File: src/rtl/hicore_rob.sv
// In-order reorder buffer: allocates at the tail, completes entries by tag,
// and presents the oldest completed entry to commit.
`ifndef HiCore_PC_SIZE
`define HiCore_PC_SIZE 32
`endif
`ifndef HiCore_RFIDX_WIDTH
`define HiCore_RFIDX_WIDTH 5
`endif
`ifndef HiCore_REG_SIZE
`define HiCore_REG_SIZE 32
`endif
`ifndef HiCore_CSRIDX_WIDTH
`define HiCore_CSRIDX_WIDTH 12
`endif
`ifndef HiCore_EXCP_SIZE
`define HiCore_EXCP_SIZE 5
`endif
`ifndef HiCore_IRQ_SIZE
`define HiCore_IRQ_SIZE 3
`endif
`ifndef HiCore_WB_SIZE
`define HiCore_WB_SIZE (`HiCore_PC_SIZE + `HiCore_IRQ_SIZE + `HiCore_EXCP_SIZE)
`endif

module hicore_rob #(
  parameter int ROB_DEPTH = 8,
  parameter int ROB_TAG_W = 3
) (
  input  logic                             clk,
  input  logic                             rst_n,
  input  logic                             alloc_valid,
  output logic                             alloc_ready,
  output logic [ROB_TAG_W-1:0]             alloc_tag,
  input  logic [`HiCore_PC_SIZE-1:0]       alloc_pc,
  input  logic                             wb_valid,
  input  logic [ROB_TAG_W-1:0]             wb_tag,
  input  logic                             wb_rd_need,
  input  logic [`HiCore_RFIDX_WIDTH-1:0]   wb_rd_idx,
  input  logic [`HiCore_REG_SIZE-1:0]      wb_rd_data,
  input  logic                             wb_csr_need,
  input  logic [`HiCore_CSRIDX_WIDTH-1:0]  wb_csr_idx,
  input  logic [`HiCore_REG_SIZE-1:0]      wb_csr_data,
  input  logic                             wb_fence_i_op,
  input  logic                             wb_mret_op,
  input  logic [`HiCore_PC_SIZE-1:0]       wb_next_pc,
  input  logic [`HiCore_EXCP_SIZE-1:0]     wb_excp,
  input  logic [`HiCore_IRQ_SIZE-1:0]      irq_pending,
  input  logic                             rob_valid,
  output logic                             rob_ready,
  output logic                             rob_rd_need,
  output logic [`HiCore_RFIDX_WIDTH-1:0]   rob_rd_idx,
  output logic [`HiCore_REG_SIZE-1:0]      rob_rd_data,
  output logic                             rob_csr_need,
  output logic [`HiCore_CSRIDX_WIDTH-1:0]  rob_csr_idx,
  output logic [`HiCore_REG_SIZE-1:0]      rob_csr_data,
  output logic                             rob_fence_i_op,
  output logic                             rob_mret_op,
  output logic [`HiCore_PC_SIZE-1:0]       rob_next_pc,
  output logic [`HiCore_WB_SIZE-1:0]       rob_info,
  input  logic                             flush,
  output logic                             rob_empty
);

  typedef struct packed {
    logic [`HiCore_PC_SIZE-1:0]      pc;
    logic                            rd_need;
    logic [`HiCore_RFIDX_WIDTH-1:0]  rd_idx;
    logic [`HiCore_REG_SIZE-1:0]     rd_data;
    logic                            csr_need;
    logic [`HiCore_CSRIDX_WIDTH-1:0] csr_idx;
    logic [`HiCore_REG_SIZE-1:0]     csr_data;
    logic                            fence_i_op;
    logic                            mret_op;
    logic [`HiCore_PC_SIZE-1:0]      next_pc;
    logic [`HiCore_EXCP_SIZE-1:0]    excp;
  } ent_t;

  localparam logic [ROB_TAG_W:0] PTR_ONE = 1;

  logic [ROB_TAG_W:0]         head_q, head_d, tail_q, tail_d;
  logic [ROB_DEPTH-1:0]       vld_q, vld_d, done_q, done_d;
  ent_t [ROB_DEPTH-1:0]       ent_q, ent_d;

  logic [ROB_TAG_W-1:0] hidx, tidx;
  logic                 full, alloc_fire, retire;
  ent_t                 head_ent;

  assign hidx = head_q[ROB_TAG_W-1:0];
  assign tidx = tail_q[ROB_TAG_W-1:0];
  // Full/empty come from registered pointers only, so a same-cycle retire never frees a slot early.
  assign full        = (hidx == tidx) && (head_q[ROB_TAG_W] != tail_q[ROB_TAG_W]);
  assign rob_empty   = (head_q == tail_q);
  assign alloc_ready = ~full;
  assign alloc_tag   = tidx;
  assign alloc_fire  = alloc_valid & ~full;

  assign head_ent  = ent_q[hidx];
  assign rob_ready = vld_q[hidx] & done_q[hidx];
  assign retire    = rob_valid & rob_ready;

  assign rob_rd_need    = head_ent.rd_need;
  assign rob_rd_idx     = head_ent.rd_idx;
  assign rob_rd_data    = head_ent.rd_data;
  assign rob_csr_need   = head_ent.csr_need;
  assign rob_csr_idx    = head_ent.csr_idx;
  assign rob_csr_data   = head_ent.csr_data;
  assign rob_fence_i_op = head_ent.fence_i_op;
  assign rob_mret_op    = head_ent.mret_op;
  assign rob_next_pc    = head_ent.next_pc;
  // irq is sampled live; commit masks it.
  assign rob_info       = {head_ent.pc, irq_pending, head_ent.excp};

  always_comb begin
    head_d = head_q;
    tail_d = tail_q;
    vld_d  = vld_q;
    done_d = done_q;
    ent_d  = ent_q;
    if (flush) begin
      head_d = '0;
      tail_d = '0;
      vld_d  = '0;
      done_d = '0;
    end else begin
      if (retire) begin
        vld_d[hidx] = 1'b0;
        head_d      = head_q + PTR_ONE;
      end
      if (wb_valid && vld_q[wb_tag]) begin
        done_d[wb_tag]            = 1'b1;
        ent_d[wb_tag].rd_need     = wb_rd_need;
        ent_d[wb_tag].rd_idx      = wb_rd_idx;
        ent_d[wb_tag].rd_data     = wb_rd_data;
        ent_d[wb_tag].csr_need    = wb_csr_need;
        ent_d[wb_tag].csr_idx     = wb_csr_idx;
        ent_d[wb_tag].csr_data    = wb_csr_data;
        ent_d[wb_tag].fence_i_op  = wb_fence_i_op;
        ent_d[wb_tag].mret_op     = wb_mret_op;
        ent_d[wb_tag].next_pc     = wb_next_pc;
        ent_d[wb_tag].excp        = wb_excp;
      end
      if (alloc_fire) begin
        vld_d[tidx]     = 1'b1;
        done_d[tidx]    = 1'b0;
        ent_d[tidx].pc  = alloc_pc;
        tail_d          = tail_q + PTR_ONE;
      end
    end
  end

  always_ff @(posedge clk or negedge rst_n) begin
    if (!rst_n) begin
      head_q <= '0;
      tail_q <= '0;
      vld_q  <= '0;
      done_q <= '0;
      ent_q  <= '0;
    end else begin
      head_q <= head_d;
      tail_q <= tail_d;
      vld_q  <= vld_d;
      done_q <= done_d;
      ent_q  <= ent_d;
    end
  end

endmodule

File: config.mk
export PLATFORM = sky130hd
export DESIGN_NAME = hicore_rob
export DESIGN_NICKNAME = d
export VERILOG_FILES = /design/src/rtl/hicore_rob.sv
export SDC_FILE = /design/constraint.sdc
export NUM_CORES = 2
export LEC_CHECK = 0
export ABC_AREA = 0
export CAP_MARGIN = 20
export CORE_MARGIN = 1.5
export CORE_UTILIZATION = 30
export CTS_CLUSTER_SIZE = 28
export DETAILED_ROUTE_END_ITERATION = 6
export DONT_BUFFER_PORTS = 1
export SYNTH_ARGS = -nofsm -noshare
export SYNTH_HDL_FRONTEND = slang
export SYNTH_SLANG_ARGS = --single-unit
File: constraint.sdc
create_clock -name clk -period 3.85 [get_ports clk]
set_clock_uncertainty 0.05 [all_clocks]
set_input_delay 0.9625 -clock clk [delete_from_list [all_inputs] [get_ports clk]]
set_output_delay 0.9625 -clock clk [all_outputs]
set_load 0.03 [all_outputs]
After elaboration in Yosys (flattened, before gate mapping). Index checks and enable logic that the tools add are counted.

Register bits: 1256. Bits of input ports: 166. Output and inout port bits: 163. Logic and storage cells: 182.

Add/sub/neg operators: 2. $lt $le $gt $ge: 6. Equality and inequality tests: 3. Mux-type cells: 62. Bitwise logic cells: 10. Reductions and logical operators: 7.

Operators by type and width (count): $bwmux 1232 (11); $demux 154 s3 (11); $mux 1232 (3); $bmux 154 s3 (1); $mux 154 (2); $mux 122 (1); $mux 121 (1); $mux 116 (1); $mux 84 (1); $mux 83 (1); $mux 71 (1); $mux 8 (8); $mux 39 (1); $mux 38 (1); $mux 37 (1); $and 8x8->8 (2); $mux 4 (4); $not 8->8 (2); $or 8x8->8 (2); $lt 3x4->1 const B (3); $bmux 1 s3 (3); $demux 1 s3 (3); $ge 3x1->1 const B (3); $add 4x1->4 const B (2); other kinds (9) (21).

Longest topological paths before layout.
Depth after elaboration: 18. Mapped depth: 9. Gate-level depth less buffers: 5.

Worst setup path before layout. Ideal clock, no wire load.

Path kind: register to output. From: reg head_q[0]. To: out rob_info[39]. Data arrival time: 2248 ps. Setup slack: 590 ps. Cell stages (with the launch flop): 8. Path buffers: 4. Cell sequence: dfrtp_1 -> buf_2 -> buf_2 -> nor2_1 -> buf_2 -> buf_2 -> a22oi_1 -> o21ai_0.

Word-level cells in the longest chain between the ends: 2.

RTL lines: from (decl) (line 80) `logic [ROB_TAG_W:0] head_q, head_d, tail_q, tail_d;`; from (signal assigned) (line 153) `head_q <= '0;`; from (signal assigned) (line 159) `head_q <= head_d;`; $bmux 154 s3 (line 97) `assign head_ent = ent_q[hidx];`; $mux 154 (not written as such) (line 97); to (decl) (line 59) `` output logic [`HiCore_WB_SIZE-1:0] rob_info, ``.

No other way between the ends. The select of a mux whose other input is x is not followed.

Final worst setup path.
From: reg head_q[0]. To: out rob_next_pc[19].

Word-level cells in the longest chain between the ends: 2.

RTL lines: $bmux 154 s3 (line 97); $mux 154 (not written as such) (line 97); to (decl) (line 58) `` output logic [`HiCore_PC_SIZE-1:0] rob_next_pc, ``.

No other way between the ends. The select of a mux whose other input is x is not followed.

==> key figures <==
Synthesis
  – Compound-Gate Fraction of Synth Area: 6.52%
  – Mapped Nets: 4069
  – Main flop type after synthesis: dfrtp_1
  – Post-synthesis xor/xnor area fraction: 0.110%
  – Largest family of logic cells by synthesized area: multiplexers
  – Post-synthesis cell count: 3901
  – Yosys warns: 0
  – Synth Register Bits: 1256
  – Post-synthesis async set-or-reset flop share: 100%
  – Yosys cell types: 50
  – EDFF count, synth: 0
  – Post-synthesis sequential area ratio: 56.5%
  – Synth Area in Simple Gates: 2.54%
  – Cell Area, Synth: 55600 um^2
  – Syn avg cell area: 14.3 um^2
  – Post-synthesis mux area share: 31.6%
  – Post-Synth Adder-Cell Area: 0.0450%

Setup path
  – Worst Setup End Kind: output port
  – Reg2reg start: head_q[1]
  – Setup slack, reg-to-reg: 0.74 ns
  – WP data required: 2.84 ns
  – Crit Path Category: reg -> out
  – Worst Path Arrival: 2.93 ns
  – Worst-path cell chain: buf_12 -> buf_12 -> clkbuf_16 -> mux2_2 -> a221oi_2 -> a21oi_1 -> a221o_1 -> buf_12
  – Slowest Stage Delay on Critical Path: 0.51 ns
  – CP startpoint kind: flop
  – Worst Reg-to-Reg Cells: 9
  – Worst Setup SP: head_q[0]
  – Slowest-stage cell, CP: dfrtp_4
  – Cell mode on critical path: buf_12
  – FF-to-FF End: ent_q[453]
  – CP max FO: 6

STA
  – Relative slew slack: 19.7%
  – Final Hold Viols: 0
  – Worst setup margin: -0.0894 ns
  – RSZ-0062 raised after global routing: true
  – Final min period: 3.94 ns
  – Fin. max-slew vios: 0
  – Slew @ Worst Pin: 1.20 ns
  – Final period util: 102%
  – Worst hold slack: 0.173 ns
  – Final Setup Violations: 38
  – Fmax: 254 MHz

CTS
  – CTS max path bufs: 3
  – CTS tree: built
  – CTS buffer count: 143
  – Root buffer cell: clkbuf_16
  – Clk Latency, worst-skew pair: 0.80 ns
  – Num Clock Sinks: 1256
  – H-Tree Depth: 4
  – Reg clk slew, reported paths: 0.06 ns

Power
  – P_leak: 33.2 nW
  – Total chip power: 33.4 mW
  – Power density over the cells: 471 nW/um^2
  – Worst VDD drop: 0.346 mV

Placement
  – Global placer's final weighted congestion: 0.752
  – Area post-placement: 61500 um^2
  – Port Buffer Count: 0
  – DP Wirelength: 98.5 mm

Routing
  – Wire length per cell: 27.6 um
  – Vias: 36000
  – Top Layer Used: met5
  – Wire length on met2: 92.2 mm
  – Met3 WL: 11.1 mm
  – TritonRoute pass-1 iters: 5
  – Routed metal-1 wirelength: 79.0 mm
  – # DRC: 0
  – Total Wirelength: 189 mm
  – Post-route ant nets: 0
  – Vias/cell: 5.28
  – Initial DRC Count: 2470

Floorplan
  – Die ar.: 188000 um^2
  – Starting density of the core: 30.3%
  – Io pins: 329
  – Die height: 433 um
  – Width of the chip: 433 um
  – Row cnt: 157
  – Core area: 184000 um^2

Worst hold path
  – Min-Delay Path Class: in -> reg
  – Worst Hold End: tail_q[1]
  – Hold Crit Start: flush
  – Hold Crit Depth: 1

Global route
  – Grt ovf: 0
  – Largest net degree at the start of global routing: 234
  – Vias in the first global route: 37500
  – Global-route wire length before repair: 261 mm
  – Overall Global Routing Usage: 19.0%
  – Initial antenna violation count: 9

Job
  – Max-cap violations: 0

Layout
  – Post-Layout Inst Area: 71100 um^2
  – Filler cells: 17200
  – Share of layout cells above drive strength 1: 52.4%
  – Final nets: 4410
  – Area Growth Syn to Fin: 27.8%

Status
  – Outcome: complete, but fails checks
  – Failing checks: negative setup slack
## worst max-delay path: cells and delay by family (launching register included)
family	cells	cell delay, ns
buf+inv	4	0.63
mux	1	0.34
flops	1	0.51
compound gates	3	0.63
## worst max path at each step
stage	cells past startpoint	slack, ns	end
after floorplan	7	0.59	rob_info[39]
after global placement	4	-0.21	ent_q[823]
after detailed placement	4	-0.31	ent_q[991]
after CTS	10	-0.17	rob_next_pc[27]
after global routing	10	-0.19	rob_next_pc[19]
final	8	-0.09	rob_next_pc[19]
## cell families (layout without fill, tap and decap cells)
family / after synthesis / in the layout
buf+inv: 304 / 758
xor+xnor: 7 / 7
fa+ha+maj: 2 / 2
simple gates: 321 / 321
mux: 1503 / 1503
compound gates: 508 / 508
flops: 1256 / 1256
other cells: 0 / 6
## cell usage in the layout (no fill, tap or decap), types with 17 or more instances in the layout
cell type	netlist	layout
dfrtp_1	1256	1253
mux2_2	1259	1252
buf_12	0	173
buf_4	41	171
clkbuf_16	0	163
mux2i_1	113	111
a22oi_1	133	106
nor2_1	113	98
a21oi_1	109	85
nand2_1	103	84
mux4_2	69	69
mux2_1	61	61
buf_6	0	59
buf_16	0	47
a221oi_2	0	46
o21ai_1	0	44
nand3_2	1	40
a221oi_1	87	37
clkbuf_1	80	35
clkbuf_8	0	32
a222oi_1	30	30
a221o_1	30	29
a22oi_2	0	27
a21oi_2	0	23
nand3_1	60	17
clkinv_2	0	17
buf_8	0	17
## registers in the layout, summed over array words and instances, names as in the netlist
signal / flops
tail_q: 4
vld_q: 8
done_q: 8
ent_q: 1232
head_q: 4
## cell usage after synthesis, types with 10 or more instances
library cell  number  area share, %
a22oi_1          133            1.8
and2_1            10           0.11
mux4_2            69            2.8
o22ai_1           20           0.23
buf_1             30           0.20
mux2_1            61            1.2
buf_2            147            1.3
nand3_1           60           0.54
nor2_1           113           0.76
mux2i_1          113            2.0
clkbuf_1          80           0.54
and3_1            10           0.11
a222oi_1          30           0.54
a21oi_1          109           0.98
o21ai_0           71           0.64
a221o_1           30           0.54
dfrtp_1         1256             57
a221oi_1          87            1.4
mux2_2          1259             26
nand2_1          103           0.70
buf_4             41           0.55
## repair_timing
action,4_1_cts,5_1_grt
gates cloned,34,22
hold buffers,2,0
endpoints found under the setup margin,154,564
setup buffers,79,70
endpoints found under the hold margin,64,0
pin swaps,50,91
resized for setup,266,230
## layer usage
layer	up-vias	global-route usage, %
li1	15200	-
met3	269	3.90
met4	10	5.75
met2	932	32.4
met1	19600	24.2
met5	-	0
## final cells by class
| class | count | area [um^2] | share of cell area (%) |
|---|---|---|---|
| flip-flops and latches | 1256 | 31400 | 44.3 |
| multi-input cells | 2341 | 23900 | 33.6 |
| repair buffers | 494 | 7670 | 10.8 |
| clock buffers | 211 | 4180 | 5.88 |
| well taps | 2464 | 3080 | 4.34 |
| clock inverters | 47 | 701 | 0.986 |
| inverters | 6 | 61.3 | 0.0863 |
| diodes | 6 | 15.0 | 0.0211 |
## metrics by stage
stage	utilization [%]	cells	TNS [ns]	setup WS, ns
after floorplan	-	3901	0	0.590
after global placement	33.5	6366	-61.63	-0.205
after detailed placement	33.5	6366	-93.61	-0.305
after CTS	37.6	6737	-9.15	-0.175
after global routing	38.7	6819	-8.34	-0.185
final	38.7	6825	-1.19	-0.0894
## power by group
part	leakage [nW]	internal (mW)	total [mW]	switching, mW
combinational	13.7	2.29	4.21	1.92
sequential	17.1	14.6	15.3	0.694
clock	2.37	8.09	14.0	5.88
Note: power is estimated with default switching activity, not from simulation.
